--- src/rtl/vga_pkg.sv ---
// VGA 640x480@60 timing constants shared by the display pipeline blocks.
package vga_pkg;

  localparam int unsigned H_PIXELS = 640;
  localparam int unsigned H_FRONT  = 16;
  localparam int unsigned H_SYNC   = 96;
  localparam int unsigned H_BACK   = 48;
  localparam int unsigned H_TOTAL  = 800;

  localparam int unsigned V_PIXELS = 480;
  localparam int unsigned V_FRONT  = 10;
  localparam int unsigned V_SYNC   = 2;
  localparam int unsigned V_BACK   = 33;
  localparam int unsigned V_TOTAL  = 525;

  // True when lo <= v < lo + len.
  function automatic logic in_range(input logic [9:0] v, input int unsigned lo,
                                    input int unsigned len);
    return (32'(v) >= lo) && (32'(v) < lo + len);
  endfunction

endpackage

--- src/rtl/wr_fifo.sv ---
// Synchronous FIFO with registered occupancy count; Depth must be a power of two.
module wr_fifo #(
  parameter int unsigned Width = 23,
  parameter int unsigned Depth = 4
) (
  input  logic                     clk,
  input  logic                     reset,
  input  logic                     push,
  input  logic [Width-1:0]         push_data,
  input  logic                     pop,
  output logic [Width-1:0]         head,
  output logic                     full,
  output logic                     empty,
  output logic [$clog2(Depth):0]   count
);

  localparam int unsigned PtrW = $clog2(Depth);
  localparam int unsigned CntW = PtrW + 1;

  logic [Width-1:0] mem_q [Depth];
  logic [PtrW-1:0]  wptr_q, wptr_d;
  logic [PtrW-1:0]  rptr_q, rptr_d;
  logic [CntW-1:0]  count_q, count_d;

  always_comb begin
    wptr_d  = wptr_q;
    rptr_d  = rptr_q;
    count_d = count_q;
    if (push) wptr_d = wptr_q + 1'b1;
    if (pop)  rptr_d = rptr_q + 1'b1;
    if (push && !pop)      count_d = count_q + 1'b1;
    else if (pop && !push) count_d = count_q - 1'b1;
  end

  always_ff @(posedge clk) begin
    if (reset) begin
      wptr_q  <= '0;
      rptr_q  <= '0;
      count_q <= '0;
    end else begin
      wptr_q  <= wptr_d;
      rptr_q  <= rptr_d;
      count_q <= count_d;
    end
  end

  // Storage needs no reset; the pointers define what is valid.
  always_ff @(posedge clk) begin
    if (push) mem_q[wptr_q] <= push_data;
  end

  assign head  = mem_q[rptr_q];
  assign full  = (count_q == CntW'(Depth));
  assign empty = (count_q == '0);
  assign count = count_q;

endmodule

--- src/rtl/fb_port_arbiter.sv ---
// Single-port framebuffer arbiter: scanout reads win inside the image window, queued
// coprocessor writes drain on free cycles; timing signals are delayed to match read latency.
module fb_port_arbiter
  import vga_pkg::*;
#(
  parameter int unsigned       IMG_W    = 160,
  parameter int unsigned       IMG_H    = 120,
  parameter int unsigned       X_OFF    = 240,
  parameter int unsigned       Y_OFF    = 180,
  parameter int unsigned       PIX_W    = 8,
  parameter int unsigned       ADDR_W   = 15,
  parameter int unsigned       WQ_DEPTH = 4,
  parameter logic [PIX_W-1:0]  BG_COLOR = '0
) (
  input  logic              clk,
  input  logic              reset,
  input  logic [9:0]        x_vga,
  input  logic [9:0]        y_vga,
  input  logic              hsync,
  input  logic              vsync,
  input  logic              flow_enabled,
  input  logic              vblank_only,
  input  logic              wr_valid,
  input  logic [ADDR_W-1:0] wr_addr,
  input  logic [PIX_W-1:0]  wr_data,
  output logic              wr_ready,
  output logic [ADDR_W-1:0] mem_addr,
  output logic              mem_we,
  output logic [PIX_W-1:0]  mem_wdata,
  input  logic [PIX_W-1:0]  mem_rdata,
  output logic [PIX_W-1:0]  pixel_out,
  output logic              hsync_out,
  output logic              vsync_out,
  output logic              de_out
);

  localparam int unsigned EntW = ADDR_W + PIX_W;
  localparam int unsigned CntW = $clog2(WQ_DEPTH) + 1;

  logic              in_win, disp_req, drain_ok;
  logic [ADDR_W-1:0] rd_addr;
  logic              push, pop;
  logic              fifo_full, fifo_empty;
  logic [CntW-1:0]   fifo_count;
  logic [EntW-1:0]   fifo_head;

  logic [ADDR_W-1:0] mem_addr_q, mem_addr_d;
  logic              mem_we_q, mem_we_d;
  logic [PIX_W-1:0]  mem_wdata_q, mem_wdata_d;
  logic [PIX_W-1:0]  pixel_q, pixel_d;
  logic [2:0]        hs_q, vs_q, de_q;
  logic [1:0]        win_q;

  assign in_win   = in_range(x_vga, X_OFF, IMG_W) && in_range(y_vga, Y_OFF, IMG_H);
  assign disp_req = flow_enabled && in_win;
  assign drain_ok = !vblank_only || (32'(y_vga) >= V_PIXELS);
  assign rd_addr  = ADDR_W'((32'(y_vga) - Y_OFF) * IMG_W + (32'(x_vga) - X_OFF));

  assign wr_ready = !fifo_full && !reset;
  assign push     = wr_valid && wr_ready;
  assign pop      = !disp_req && drain_ok && !fifo_empty;

  wr_fifo #(
    .Width (EntW),
    .Depth (WQ_DEPTH)
  ) u_wr_fifo (
    .clk       (clk),
    .reset     (reset),
    .push      (push),
    .push_data ({wr_addr, wr_data}),
    .pop       (pop),
    .head      (fifo_head),
    .full      (fifo_full),
    .empty     (fifo_empty),
    .count     (fifo_count)
  );

  always_comb begin
    mem_addr_d  = mem_addr_q;
    mem_wdata_d = mem_wdata_q;
    mem_we_d    = 1'b0;
    if (disp_req) begin
      mem_addr_d = rd_addr;
    end else if (pop) begin
      mem_addr_d  = fifo_head[EntW-1:PIX_W];
      mem_wdata_d = fifo_head[PIX_W-1:0];
      mem_we_d    = 1'b1;
    end
    // Stage-2 flags line up with mem_rdata for the request made two cycles earlier.
    pixel_d = '0;
    if (de_q[1]) pixel_d = win_q[1] ? mem_rdata : BG_COLOR;
  end

  always_ff @(posedge clk) begin
    if (reset) begin
      mem_addr_q  <= '0;
      mem_we_q    <= 1'b0;
      mem_wdata_q <= '0;
      pixel_q     <= '0;
      hs_q        <= '1;
      vs_q        <= '1;
      de_q        <= '0;
      win_q       <= '0;
    end else begin
      mem_addr_q  <= mem_addr_d;
      mem_we_q    <= mem_we_d;
      mem_wdata_q <= mem_wdata_d;
      pixel_q     <= pixel_d;
      hs_q        <= {hs_q[1:0], hsync};
      vs_q        <= {vs_q[1:0], vsync};
      de_q        <= {de_q[1:0], flow_enabled};
      win_q       <= {win_q[0], in_win};
    end
  end

  always_ff @(posedge clk) begin
    if (!reset) assert (fifo_count <= CntW'(WQ_DEPTH));
  end

  assign mem_addr  = mem_addr_q;
  assign mem_we    = mem_we_q;
  assign mem_wdata = mem_wdata_q;
  assign pixel_out = pixel_q;
  assign hsync_out = hs_q[2];
  assign vsync_out = vs_q[2];
  assign de_out    = de_q[2];

endmodule
--- config.mk ---
export PLATFORM = sky130hd
export DESIGN_NAME = fb_port_arbiter
export DESIGN_NICKNAME = d
export VERILOG_FILES = /design/src/rtl/vga_pkg.sv /design/src/rtl/wr_fifo.sv /design/src/rtl/fb_port_arbiter.sv
export SDC_FILE = /design/constraint.sdc
export NUM_CORES = 1
export LEC_CHECK = 0
export ABC_AREA = 1
export CAP_MARGIN = 20
export CORE_MARGIN = 2
export CORE_UTILIZATION = 49
export DETAILED_ROUTE_END_ITERATION = 8
export PLACE_DENSITY = 0.76
export SKIP_LAST_GASP = 1
export SLEW_MARGIN = 10
export SYNTH_ARGS = -nofsm -noshare
export SYNTH_HDL_FRONTEND = slang
export SYNTH_SLANG_ARGS = --single-unit
--- constraint.sdc ---
create_clock -name clk -period 3.6 [get_ports clk]
set_input_delay 0.54 -clock clk [delete_from_list [all_inputs] [get_ports clk]]
set_output_delay 0.54 -clock clk [all_outputs]
set_load 0.005 [all_outputs]
==> impl_metrics.py <==
metrics = {
    "status": {
        "run_status": "complete, no violations",
    },
    "final_layout": {
        "areaGrowthSynthToFinish_pct": 30.9,
        "drive_gt1_frac": 0.132,
        "regArea_um2": 3800,
        "instances_no_fill": 984,
        "final_nets": 889,
        "antenna_cells": 0,
        "nFillCells": 1038,
        "multi_input_area_um2": 2520,
        "utilization": 0.652,
    },
    "synth": {
        "synth-seq-cells": 144,
        "synth_flop_cell": "edfxtp_1",
        "syn_area_um2": 6550,
        "yosysSeqAreaShare": 0.581,
        "netlist_instances": 664,
        "async_reset_ff_frac": 0,
        "avgSynthCellArea_um2": 9.86,
        "netlist.area_leader.share": 0.422,
        "yosysWarnings": 0,
        "syn_nets": 758,
        "ys_types": 34,
        "ys_top_cells_by_area": "edfxtp_1 (42%), dfxtp_1 (16%), nand2_1 (6.5%)",
        "synth_top_area_cell": "edfxtp_1",
        "synth_edf_count": 92,
    },
    "sta": {
        "slew_viol_final": 0,
        "hold_slack_ps": 402,
        "setup_ws_ps": 280,
        "tightest_slew_ps": 730,
        "layout_worst_path_cycle_share": 0.922,
        "min_period_ps": 3320,
        "finalHoldViolCount": 0,
        "maxSlewHeadroom": 0.513,
        "setup_viol": 0,
        "skew_ps": 7.47,
        "max_clock_freq_mhz": 301,
    },
    "die": {
        "core-area_um2": 13100,
        "rows": 42,
        "io-pin-count": 94,
        "initial_core_util": 0.498,
        "die_h_um": 120,
        "die_area_um2": 14300,
        "fp.dieW_um": 120,
    },
    "pwr": {
        "ir_drop_uv": 434,
        "finalPower_w": 0.00554,
        "leakage_nw": 3.46,
        "powerDensity_nw_per_um2": 647,
    },
    "clock_network": {
        "cts_root_buf": "clkbuf_16",
        "insertion_delay_ps": 420,
        "cts_tree": "yes",
        "clkTransAtPathRegs_ps": 50,
        "htreeDepth": 4,
        "cts_sinks": 144,
        "cts_made_buffers": 17,
        "ctsLongestPathBuffers": 2,
    },
    "routing": {
        "firstDrtPassIters": 7,
        "routed_wl_um": 14900,
        "wl_per_cell_um": 15.2,
        "vias": 5056,
        "first_iter_violations": 424,
        "routed_via_density": 5.14,
        "drc": 0,
        "drt.antenna.violating_nets": 0,
    },
    "critical_path": {
        "critPathKind": "in -> reg",
        "startpoint_type": "input pin",
        "crit_fanout": 4,
        "crit_arrival_ps": 3660,
        "required_ps": 3940,
        "endpoint_kind": "flop",
    },
    "global_route": {
        "grt_max_degree": 47,
        "gr-usage-met1": 0.271,
        "grt_pass1_vias": 4954,
        "top_usage_layer": "met2",
        "grt.total_usage": 0.216,
        "grt_overflow": 0,
        "antenna_found_initial": 0,
        "met3_usage": 0.0528,
        "grt_pass1_wl_um": 23900,
        "use_met2": 0.361,
    },
    "job": {
        "max-cap-violations": 0,
    },
    "min_path": {
        "hold_path.class": "reg -> reg",
    },
    "placement": {
        "dp_cells": 951,
        "place_ws_ps": -428,
        "port_buffers": 93,
        "place.gp.congestion": 0.857,
        "dp_hpwl_um": 10300,
    },
}
[power by group]
part | internal [W] | switching, W | total [W] | leakage (nW)
clock network | 0.000942 | 0.000626 | 0.00157 | 0.260
registers | 0.00196 | 0.000109 | 0.00207 | 1.26
logic | 0.000823 | 0.00108 | 0.00190 | 1.94
total | 0.00373 | 0.00181 | 0.00554 | 3.46
[worst max-delay path, stage by stage]
cell	delay, ps
clkdlybuf4s50_1	480
buf_4	150
nand2_1	70
xor2_1	180
inv_2	70
ha_4	240
ha_4	250
a21oi_2	110
nand2_1	80
buf_4	140
xnor2_1	140
inv_1	70
ha_1	340
inv_1	80
o21bai_1	180
a31oi_1	110
nand3_1	110
nand3_1	80
nand2_1	70
nand2_1	50
a21oi_1	130
[cell type report]
cell class	count	share of cell area
sequential	144	0.444
multi-input combinational	430	0.294
timing repair buffer	132	0.143
clock buffer	21	0.0514
inverter	70	0.0307
tap	176	0.0257
clock inverter	11	0.0107
[synthesized netlist by cell type (2+ instances only)]
cell      instances
edfxtp_1         92
inv_2             2
buf_2             2
fa_1              3
or2_2             7
o21bai_1          2
a21oi_1          34
dfxtp_1          52
nor2_2            3
nand2_2           2
clkbuf_1         15
xnor2_1           8
nor2_1           85
inv_1            67
o211ai_1          2
a31oi_1           2
ha_1             33
nand3_2           2
nor3_1            4
xor2_1           11
nand2_1         113
o22ai_1          22
o21ai_0          67
nand3_1          22
buf_6             3
[cells in the final DEF (no fill, tap or decap), types with 3 or more instances in the layout]
cell type        count
buf_4               39
nand2_2              3
xnor2_1              7
clkdlybuf4s50_1     91
ha_1                26
nor2_2               7
nor2_1              81
edfxtp_1            92
inv_2                4
a21oi_1             30
clkinv_2             4
xor2_1              10
dfxtp_1             52
or2_2                7
nand2_1            112
clkinv_1             3
o22ai_1             22
nand3_1             22
clkbuf_16           17
inv_1               65
o21ai_0             65
ha_4                 6
a21oi_2              4
clkbuf_1             4
nor3_1               3
[registers in the layout, summed over array words and instances (netlist names), 3 cells and up, named ones only]
register	count
u_wr_fifo.count	3
mem_wdata	8
hs_q	3
de_q	3
mem_addr	15
pixel_out	8
u_wr_fifo.mem_q	92
vs_q	3
[through the flow]
stage                     setup TNS (ps)  area [um^2]
final                                  0         8570
after global routing             -0.0147         8570
after CTS                              0         8420
after detailed placement           -1480         7890
after global placement             -1190         7890
after floorplan                        0         6550
[path summary, 6_finish.rpt]
path / startpoint / endpoint / slack [ps] / cells past startpoint
setup / recovery: y_vga[4] / mem_addr[14] / 280 / 21
hold / removal: win_q[0] / win_q[1] / 400 / 2
setup reg to reg: u_wr_fifo.count[1] / u_wr_fifo.count[2] / 1290 / 12
hold reg to reg: win_q[0] / win_q[1] / 400 / 2
[routing by layer]
metal,vias to the layer above,wire length [um]
met1,2407,6470
met2,130,7540
met5,-,0
met4,0,151
li1,2507,-
met3,12,754
[cells by family (layout without fill, tap and decap cells)]
family,count (synthesis),in the layout,share of synthesized area
xor+xnor,19,19,0.0254
buf+inv,90,234,0.0554
flops,144,144,0.581
compound gates,134,134,0.112
fa+ha+maj,36,36,0.0723
simple gates,241,241,0.153
[what timing repair did]
| item | CTS | global route |
|---|---|---|
| endpoints found under the setup margin | 1 | 4 |
| pin swaps | 0 | 8 |
| gates cloned | 0 | 0 |
| hold buffers | 0 | 0 |
| gates resized for setup | 1 | 24 |
| buffers inserted | 0 | 1 |
No activity file was read; power rests on OpenSTA's default activity.
